--- src/rtl/seq_alu_pkg.sv ---
// alu_pkg: shared types and helpers for the seq_alu execution unit.
//   alu_op_t    - 4-bit opcode carried on seq_alu.op
//   mdu_state_t - multiply/divide sequencer state
//   is_muldiv() - opcode needs the iterative multiply/divide unit
//   is_signed() - opcode treats its operands as two's complement (MULT, DIV)
package alu_pkg;

  typedef enum logic [3:0] {
    OP_ADD   = 4'd0,
    OP_SUB   = 4'd1,
    OP_AND   = 4'd2,
    OP_OR    = 4'd3,
    OP_XOR   = 4'd4,
    OP_NOR   = 4'd5,
    OP_SLT   = 4'd6,
    OP_SLTU  = 4'd7,
    OP_MFHI  = 4'd8,
    OP_MFLO  = 4'd9,
    OP_MULT  = 4'd10,
    OP_MULTU = 4'd11,
    OP_DIV   = 4'd12,
    OP_DIVU  = 4'd13,
    OP_RSV14 = 4'd14,
    OP_RSV15 = 4'd15
  } alu_op_t;

  typedef enum logic [1:0] {
    ST_IDLE = 2'd0,
    ST_RUN  = 2'd1,
    ST_FIX  = 2'd2
  } mdu_state_t;

  function automatic logic is_muldiv(input alu_op_t op);
    case (op)
      OP_MULT, OP_MULTU, OP_DIV, OP_DIVU: return 1'b1;
      default:                            return 1'b0;
    endcase
  endfunction

  function automatic logic is_signed(input alu_op_t op);
    case (op)
      OP_MULT, OP_DIV: return 1'b1;
      default:         return 1'b0;
    endcase
  endfunction

endpackage

--- src/rtl/seq_alu_mdu_iter.sv ---
// mdu_iter: unsigned iterative multiply / restoring divide datapath.
//   load      - capture a_abs/b_abs, select mul or div, arm counter with WIDTH
//   is_div    - 1: divide a_abs by b_abs, 0: multiply a_abs by b_abs
//   step_done - high during the cycle in which the final step is taken
//   hi_raw    - product high half / unsigned remainder
//   lo_raw    - product low half  / unsigned quotient
// One step is taken on every edge while the counter is non-zero.
module mdu_iter #(
  parameter int WIDTH = 32
) (
  input  logic             clk,
  input  logic             reset,
  input  logic             load,
  input  logic             is_div,
  input  logic [WIDTH-1:0] a_abs,
  input  logic [WIDTH-1:0] b_abs,
  output logic             step_done,
  output logic [WIDTH-1:0] hi_raw,
  output logic [WIDTH-1:0] lo_raw
);

  localparam int CW = $clog2(WIDTH + 1);

  logic [CW-1:0]    cnt_q;
  logic [WIDTH-1:0] hi_q, lo_q, m_q;
  logic             div_q;

  logic [WIDTH-1:0] hi_d, lo_d, addend_s, diff_s;
  logic [WIDTH:0]   sum_s, sh_s;
  logic             ge_s;

  // One multiply (shift-add, LSB first) or divide (restoring, MSB first) step.
  always_comb begin
    addend_s = lo_q[0] ? m_q : {WIDTH{1'b0}};
    sum_s    = {1'b0, hi_q} + {1'b0, addend_s};
    // Partial remainder shifted left with the next dividend bit brought in.
    sh_s     = {hi_q, lo_q[WIDTH-1]};
    ge_s     = (sh_s >= {1'b0, m_q});
    // When ge_s holds the difference is below the divisor, so WIDTH bits suffice.
    diff_s   = sh_s[WIDTH-1:0] - m_q;
    if (div_q) begin
      hi_d = ge_s ? diff_s : sh_s[WIDTH-1:0];
      lo_d = {lo_q[WIDTH-2:0], ge_s};
    end else begin
      hi_d = sum_s[WIDTH:1];
      lo_d = {sum_s[0], lo_q[WIDTH-1:1]};
    end
  end

  // Operand capture, step counter and partial-result registers.
  always_ff @(posedge clk) begin
    if (reset) begin
      cnt_q <= {CW{1'b0}};
      hi_q  <= {WIDTH{1'b0}};
      lo_q  <= {WIDTH{1'b0}};
      m_q   <= {WIDTH{1'b0}};
      div_q <= 1'b0;
    end else if (load) begin
      cnt_q <= CW'(WIDTH);
      hi_q  <= {WIDTH{1'b0}};
      lo_q  <= a_abs;
      m_q   <= b_abs;
      div_q <= is_div;
    end else if (cnt_q != {CW{1'b0}}) begin
      cnt_q <= cnt_q - CW'(1);
      hi_q  <= hi_d;
      lo_q  <= lo_d;
    end
  end

  assign step_done = (cnt_q == CW'(1));
  assign hi_raw    = hi_q;
  assign lo_raw    = lo_q;

endmodule

--- src/rtl/seq_alu.sv ---
// seq_alu: multi-cycle MIPS integer execution unit with start/done handshake.
//   start/op/a/b   - request, accepted on an edge with start && !busy
//   result/zero    - registered result and its zero flag, held between dones
//   ovf            - signed overflow of ADD/SUB
//   div0           - divide by zero on DIV/DIVU
//   busy/done      - mul/div in flight / one-cycle completion pulse
//   hi/lo          - architectural HI/LO, written only when a mul/div finishes
// Single-cycle ops complete one cycle after accept; mul/div take WIDTH+2.
module seq_alu
  import alu_pkg::*;
#(
  parameter int WIDTH = 32
) (
  input  logic             clk,
  input  logic             reset,
  input  logic             start,
  input  logic [3:0]       op,
  input  logic [WIDTH-1:0] a,
  input  logic [WIDTH-1:0] b,
  output logic [WIDTH-1:0] result,
  output logic             zero,
  output logic             ovf,
  output logic             div0,
  output logic             busy,
  output logic             done,
  output logic [WIDTH-1:0] hi,
  output logic [WIDTH-1:0] lo
);

  mdu_state_t       state_q;
  logic [WIDTH-1:0] result_q, hi_q, lo_q, a_q;
  logic             zero_q, ovf_q, div0_q, busy_q, done_q;
  logic             q_neg_q, r_neg_q, is_div_q, b_zero_q;

  alu_op_t          op_s;
  logic             accept_s, load_s, is_div_s, a_neg_s, b_neg_s, sc_ovf_s, step_done_s;
  logic [WIDTH-1:0] add_s, sub_s, sc_result_s, a_abs_s, b_abs_s;
  logic [WIDTH-1:0] hi_raw_s, lo_raw_s, fix_hi_s, fix_lo_s;
  logic [2*WIDTH-1:0] prod_s, prod_fix_s;

  assign op_s     = alu_op_t'(op);
  assign accept_s = start && (state_q == ST_IDLE);
  assign load_s   = accept_s && is_muldiv(op_s);
  assign is_div_s = (op_s == OP_DIV) || (op_s == OP_DIVU);

  // Single-cycle result and overflow for the op presented this cycle.
  always_comb begin
    add_s       = a + b;
    sub_s       = a - b;
    sc_result_s = {WIDTH{1'b0}};
    sc_ovf_s    = 1'b0;
    case (op_s)
      OP_ADD: begin
        sc_result_s = add_s;
        sc_ovf_s    = (a[WIDTH-1] == b[WIDTH-1]) && (add_s[WIDTH-1] != a[WIDTH-1]);
      end
      OP_SUB: begin
        sc_result_s = sub_s;
        sc_ovf_s    = (a[WIDTH-1] != b[WIDTH-1]) && (sub_s[WIDTH-1] != a[WIDTH-1]);
      end
      OP_AND:  sc_result_s = a & b;
      OP_OR:   sc_result_s = a | b;
      OP_XOR:  sc_result_s = a ^ b;
      OP_NOR:  sc_result_s = ~(a | b);
      OP_SLT:  sc_result_s = {{(WIDTH-1){1'b0}}, ($signed(a) < $signed(b))};
      OP_SLTU: sc_result_s = {{(WIDTH-1){1'b0}}, (a < b)};
      OP_MFHI: sc_result_s = hi_q;
      OP_MFLO: sc_result_s = lo_q;
      default: sc_result_s = {WIDTH{1'b0}};
    endcase
  end

  // Magnitudes handed to the unsigned datapath; unsigned ops pass through.
  always_comb begin
    a_neg_s = is_signed(op_s) && a[WIDTH-1];
    b_neg_s = is_signed(op_s) && b[WIDTH-1];
    a_abs_s = a_neg_s ? ({WIDTH{1'b0}} - a) : a;
    b_abs_s = b_neg_s ? ({WIDTH{1'b0}} - b) : b;
  end

  mdu_iter #(.WIDTH(WIDTH)) u_mdu (
    .clk       (clk),
    .reset     (reset),
    .load      (load_s),
    .is_div    (is_div_s),
    .a_abs     (a_abs_s),
    .b_abs     (b_abs_s),
    .step_done (step_done_s),
    .hi_raw    (hi_raw_s),
    .lo_raw    (lo_raw_s)
  );

  // Sign correction of the raw unsigned result. MIN / -1 needs no special
  // case: |MIN| / 1 = MIN, and negating MIN yields MIN again.
  always_comb begin
    prod_s     = {hi_raw_s, lo_raw_s};
    prod_fix_s = q_neg_q ? ({(2*WIDTH){1'b0}} - prod_s) : prod_s;
    if (is_div_q) begin
      if (b_zero_q) begin
        fix_hi_s = a_q;
        fix_lo_s = {WIDTH{1'b1}};
      end else begin
        fix_hi_s = r_neg_q ? ({WIDTH{1'b0}} - hi_raw_s) : hi_raw_s;
        fix_lo_s = q_neg_q ? ({WIDTH{1'b0}} - lo_raw_s) : lo_raw_s;
      end
    end else begin
      fix_hi_s = prod_fix_s[2*WIDTH-1:WIDTH];
      fix_lo_s = prod_fix_s[WIDTH-1:0];
    end
  end

  // Handshake FSM and all architectural output registers.
  always_ff @(posedge clk) begin
    if (reset) begin
      state_q  <= ST_IDLE;
      result_q <= {WIDTH{1'b0}};
      zero_q   <= 1'b1;
      ovf_q    <= 1'b0;
      div0_q   <= 1'b0;
      busy_q   <= 1'b0;
      done_q   <= 1'b0;
      hi_q     <= {WIDTH{1'b0}};
      lo_q     <= {WIDTH{1'b0}};
      a_q      <= {WIDTH{1'b0}};
      q_neg_q  <= 1'b0;
      r_neg_q  <= 1'b0;
      is_div_q <= 1'b0;
      b_zero_q <= 1'b0;
    end else begin
      done_q <= 1'b0;
      case (state_q)
        ST_IDLE: begin
          if (load_s) begin
            state_q  <= ST_RUN;
            busy_q   <= 1'b1;
            a_q      <= a;
            q_neg_q  <= a_neg_s ^ b_neg_s;
            r_neg_q  <= a_neg_s;
            is_div_q <= is_div_s;
            b_zero_q <= (b == {WIDTH{1'b0}});
          end else if (accept_s) begin
            result_q <= sc_result_s;
            zero_q   <= (sc_result_s == {WIDTH{1'b0}});
            ovf_q    <= sc_ovf_s;
            div0_q   <= 1'b0;
            done_q   <= 1'b1;
          end
        end
        ST_RUN: begin
          if (step_done_s) begin
            state_q <= ST_FIX;
          end
        end
        ST_FIX: begin
          hi_q     <= fix_hi_s;
          lo_q     <= fix_lo_s;
          result_q <= fix_lo_s;
          zero_q   <= (fix_lo_s == {WIDTH{1'b0}});
          ovf_q    <= 1'b0;
          div0_q   <= is_div_q && b_zero_q;
          done_q   <= 1'b1;
          busy_q   <= 1'b0;
          state_q  <= ST_IDLE;
        end
        default: begin
          state_q <= ST_IDLE;
          busy_q  <= 1'b0;
        end
      endcase
    end
  end

  assign result = result_q;
  assign zero   = zero_q;
  assign ovf    = ovf_q;
  assign div0   = div0_q;
  assign busy   = busy_q;
  assign done   = done_q;
  assign hi     = hi_q;
  assign lo     = lo_q;

endmodule

--- config.mk ---
export PLATFORM = sky130hd
export DESIGN_NAME = seq_alu
export DESIGN_NICKNAME = d
export VERILOG_FILES = /design/src/rtl/seq_alu_pkg.sv /design/src/rtl/seq_alu_mdu_iter.sv /design/src/rtl/seq_alu.sv
export SDC_FILE = /design/constraint.sdc
export NUM_CORES = 1
export LEC_CHECK = 0
export BUFFER_PORTS_ARGS = -buffer_cell sky130_fd_sc_hd__buf_2
export CAP_MARGIN = 20
export CELL_PAD_IN_SITES_DETAIL_PLACEMENT = 0
export CELL_PAD_IN_SITES_GLOBAL_PLACEMENT = 2
export CORE_MARGIN = 4
export CORE_UTILIZATION = 30
export CTS_CLUSTER_DIAMETER = 80
export DETAILED_ROUTE_END_ITERATION = 12
export GPL_ROUTABILITY_DRIVEN = 0
export PLACE_DENSITY = 0.7
export SYNTH_ARGS = -nofsm -noshare
export SYNTH_HDL_FRONTEND = slang
export SYNTH_SLANG_ARGS = --single-unit
--- constraint.sdc ---
create_clock -name clk -period 7.15 [get_ports clk]
set_input_delay 0.715 -clock clk [delete_from_list [all_inputs] [get_ports clk]]
set_output_delay 0.715 -clock clk [all_outputs]
set_load 0.01 [all_outputs]
Yosys cells after proc, flatten, opt, wreduce, memory -nomap -nowiden --
Index checks and enable logic that the tools add are counted.
Operators by class: muxes and demuxes 41, reductions and logical operators 23, magnitude comparators 3, equality and inequality tests 24, add/subtract/negate cells 10, bitwise gates (word level) 6
Operator list (count):
- $mux 32 | 16
- $pmux 32 s10 | 1
- $sub 1x32->32 const A | 4
- $logic_not 32->1 | 3
- $lt 32x32->1 | 2
- $mux 64 | 1
- $pmux 32 s2 | 1
- $sub 1x64->64 const A | 1
- $sub 32x32->32 | 2
- $add 32x32->33 | 1
- $ge 33x32->1 | 1
- $add 32x32->32 | 1
- $and 32x32->32 | 1
- $not 32->32 | 1
- $or 32x32->32 | 1
- $xor 32x32->32 | 1
- $eq 4x4->1 const B | 6
- $eq 4x3->1 const B | 4
- $mux 6 | 2
- $pmux 1 s2 | 6
- $mux 1 | 11
- $eq 4x2->1 const B | 2
- $ne 2x2->1 const B | 4
- $logic_and 1x1->1 | 7
- other kinds (20) | 27
Storage, ports and cells: flip-flop bits (word level) 242, input bits 71, word-level logic and storage cells 127, output and inout bits 101

Logic depth before layout (Yosys ltp) --
word-level depth 7, depth in mapped cells 16, mapped depth without buffers 15

By module --
Synthesis repeated with hierarchy kept, for this count alone.
Second synthesis, totals: cell total of the unflattened synthesis 3281, area total of the unflattened synthesis 23727.8 um2
By module, submodules not included:
- seq_alu | seq. area each 2782.7 um2, cells each 2185, area each 15193.3 um2, times used 1
- mdu_iter | seq. area each 2062.0 um2, cells each 1096, area each 8534.4 um2, times used 1

Worst setup path before layout --
OpenSTA, ideal clock, no wires.
kind input to register, start in b[2], end reg zero_q, in the netlist zero, arrival 3.744 ns, library setup time 0.074 ns, path buffers 1, setup slack 3.331 ns, stages on the path 14, data required time 7.076 ns, cells stage by stage inv_1 -> ha_1 -> clkbuf_1 -> nor3_1 -> o311a_1 -> or3_1 -> o211ai_1 -> and2_0 -> o21ai_0 -> a311oi_1 -> o31ai_1 -> a2111oi_0 -> nand4_1 -> o21ai_0
Between the ends: word-level cells in the longest chain between the ends 7, elaborated cells between the ends (all ways) 13, classes of those cells 2 x add/sub; 2 x order compare; 4 x mux; 4 x bitwise; 1 x reduce/logical
RTL lines:
- start: declaration | line seq_alu.sv:19 | input logic [WIDTH-1:0] b,
- branches (longest 2 deep; another with $sub 32x32->32)
- $pmux 32 s10 (*) | line seq_alu.sv:52 | case (op_s)
- $logic_not 32->1 (*) | line seq_alu.sv:143 | zero_q <= (sc_result_s == {WIDTH{1'b0}});
- $mux 1 (*) | line seq_alu.sv:141 | end else if (accept_s) begin
- $mux 1 (*) | line seq_alu.sv:133 | if (load_s) begin
- $pmux 1 s2 (*) | line seq_alu.sv:131 | case (state_q)
- end signal: assignment | line seq_alu.sv:143
- end signal: assignment | line seq_alu.sv:158 | zero_q <= (fix_lo_s == {WIDTH{1'b0}});
- end: declaration | line seq_alu.sv:32 | logic zero_q, ovf_q, div0_q, busy_q, done_q;
Mark *: on every way between the ends. The select of a mux whose other input is x is not followed. A chain may end at the register's enable or synchronous reset.

Final worst setup path --
start in a[0], end reg zero_q, in the netlist zero
Between the ends: word-level cells in the longest chain between the ends 7, elaborated cells between the ends (all ways) 13, classes of those cells 2 x add/sub; 2 x order compare; 4 x mux; 4 x bitwise; 1 x reduce/logical
RTL lines:
- start: declaration | line seq_alu.sv:18 | input logic [WIDTH-1:0] a,
- branches (longest 2 deep; another with $sub 32x32->32)
- $pmux 32 s10 (*) | line seq_alu.sv:52
- $logic_not 32->1 (*) | line seq_alu.sv:143
- $mux 1 (*) | line seq_alu.sv:141
- $mux 1 (*) | line seq_alu.sv:133
- $pmux 1 s2 (*) | line seq_alu.sv:131
Marked as above.

==> impl_metrics.toml <==
[status]
status = "finished, final reports clean"

[clock_tree]
holdBufCountCts = 0
cts.repair.resized = 0
cts_made_buffers = 35
post_cts_buffers = 0
cts_tree = "built"
clock_latency_ns = 0.57
h-tree-depth = 2
clockBufferDepth = 3
clk_pin_slew_ns = 0.06
root_buffer = "clkbuf_16"
cts_sinks = 242

[worst_setup_path]
cp_max_fo = 5
criticalPathCategory = "in -> reg"
worst_r2r_endpoint = "u_mdu.hi_raw[4]$_SDFFE_PP0P_"
worstSetupEndpointType = "flop"
crit_start = "a[0]"
reg2reg_from = "u_mdu.hi_raw[2]$_SDFFE_PP0P_"
crit_arrival_ns = 5.13
worst_setup_path_start_kind = "input port"
reg2reg_slack_ns = 2.65
worstRegToRegCells = 14
required_ns = 7.63
worstSetupEndpoint = "zero$_SDFFE_PP1P_"

[die]
die_x_microns = 284
rows = 101
coreArea_sq_um = 75800
die_area_sq_um = 80800
initial_core_util_pct = 30.2
io_pins = 172
die-height_microns = 284

[grt]
grt_pass1_wl_microns = 166000
grt_start_max_net_pins = 83
antenna_found_initial = 2
grt_pass1_vias = 24000
grt-ovfl-total = 0
grt_use_total_pct = 27.2

[logic_synthesis]
ys_async_sr_fraction_pct = 0
synth-edff-count = 0
synth_cell_types = 86
ys.flop_type = "dfxtp_1"
yosys-top-cells-area = "dfxtp_1 (21%), ha_1 (9.2%), nand2_1 (6.1%)"
synth_top_area_share_pct = 21.2
synth_cells = 3183
yosysTopAreaCell = "dfxtp_1"
synth_most_common_cell = "nand2_1"
synth_nets = 3427
synth_commonest_cells = "nand2_1 (370), nor2_1 (289), a21oi_1 (276)"
syn_area_sq_um = 22900
ys_ff_latch = 242
seq_area_frac_synth_pct = 21.2
syn_area_per_cell_sq_um = 7.19
synth_warnings = 0

[sta]
worst_slew_margin_rel_pct = 23.3
rsz0062_at_grt = "no"
tightest_slew_ns = 1.15
final.setup.tns_ns = 0
period_share_pct = 65.0
report.final.setup_viol = 0
timing.final.crit_period_ns = 4.65
maxSlewViolCount = 0
fin_skew_ns = 0.0274
finalHoldViolCount = 0
max_freq_ghz = 0.215

[placement]
dp.final_hpwl_microns = 89500
port-buffer-count = 171

[detailed_routing]
via_count = 25300
drt_iter0_markers = 2617
routedWlPerCell_microns = 27.4
first_pass_iters = 8
via_per_inst = 6.02
drtAntennaViolNets = 0
drc = 0
routed_wl_microns = 115000

[power]
p_total_mw = 7.49
max-vdd-ir-drop_v = 0.000263
power_density_nw_per_um2 = 292
p_leak_nw = 10.2

[cells_and_area]
syn_to_final_growth_pct = 12.2
drive_gt1_share_pct = 10.5
nNetsFinal = 3448

[hold_path]
hold_class = "reg -> reg"

[job]
cap_violations = 0
## cells by family (layout without fill, tap and decap cells)
group	count (synthesis)	count (layout)	share of synthesized area, %
compound gates	1057	1057	30.8
simple gates	1057	1057	21.5
buf+inv	390	436	6.49
flops	242	242	21.2
xor+xnor	197	197	7.54
fa+ha+maj	173	173	9.58
mux	67	67	2.95
other cells	0	2	0
## layer usage
| layer | track usage, % | up-vias | part of all wire, % |
|---|---|---|---|
| met4 | 16.6 | 0 | 7.2 |
| met1 | 34.9 | 12200 | 42 |
| met3 | 4.74 | 245 | 7.8 |
| met5 | 0 | - | 0 |
| li1 | - | 11700 | - |
| met2 | 42.5 | 1201 | 43 |
## power breakdown
| part | internal (mW) | switching (mW) | total [mW] |
|---|---|---|---|
| sequential | 1.50 | 0.300 | 1.80 |
| combinational | 1.38 | 2.57 | 3.95 |
| clock | 1.02 | 0.721 | 1.75 |
## per-stage QoR
stage | cell area [sq um] | setup WS, ns | util, % | cells | hold WS (ns)
2_1_floorplan | 22900 | 3.33 | - | 3183 | 0.425
3_3_place_gp | 24500 | 2.19 | 32.3 | 4143 | 0.442
3_5_place_dp | 24500 | 2.18 | 32.4 | 4145 | 0.440
4_1_cts | 25700 | 2.62 | 33.9 | 4207 | 0.436
5_1_grt | 25700 | 2.35 | 33.9 | 4209 | 0.468
6_report | 25700 | 2.50 | 33.9 | 4209 | 0.439
## worst min-delay path by stage
stage | slack, ns | cells past startpoint | from | endpoint
after floorplan | 0.42 | 2 | a_q[31]$_SDFFE_PP0P_ | a_q[31]$_SDFFE_PP0P_
after global placement | 0.44 | 2 | a_q[31]$_SDFFE_PP0P_ | a_q[31]$_SDFFE_PP0P_
after detailed placement | 0.44 | 2 | result[13]$_SDFFE_PP0P_ | result[13]$_SDFFE_PP0P_
after CTS | 0.44 | 3 | a[10] | a_q[10]$_SDFFE_PP0P_
after global routing | 0.47 | 3 | a[10] | a_q[10]$_SDFFE_PP0P_
final | 0.44 | 2 | result[13]$_SDFFE_PP0P_ | result[13]$_SDFFE_PP0P_
## worst max-delay path, stage by stage
cell and delay, ns:
buf_2 0.16, ha_1 0.26, fa_1 0.46, a21o_1 0.23, a221oi_1 0.70, o21ai_0 0.41
a311oi_1 0.45, mux2i_1 0.23, o22ai_1 0.10, a211oi_1 0.37, nand4_1 0.30, nor4_1 0.35
nand4_1 0.19, o21ai_0 0.19
## final cells by class
class / count / area (sq um)
multi-input combinational: 2551 / 16700
antenna: 2 / 5.00
clock inverter: 11 / 88.8
clock buffer: 51 / 1050
sequential: 242 / 4850
inverter: 156 / 586
tap: 978 / 1220
timing repair buffer: 218 / 1220
fill: 8119 / 50100
## state kept, by name (all words and copies together) (netlist names), 6 cells and up
signal,cells
a_q,32
u_mdu.m_q,32
hi,32
u_mdu.cnt_q,6
u_mdu.hi_raw,32
u_mdu.lo_raw,32
lo,32
result,32
## placed cells by master, fill, tap and decap left out, types with 96 or more instances in the layout
cell type	instances
inv_1	155
o21ai_0	163
nand2_1	370
buf_2	171
a21oi_1	276
a211oi_1	96
dfxtp_1	238
nor2_1	287
ha_1	169
xnor2_1	139
Note: power is estimated with default switching activity, not from simulation.
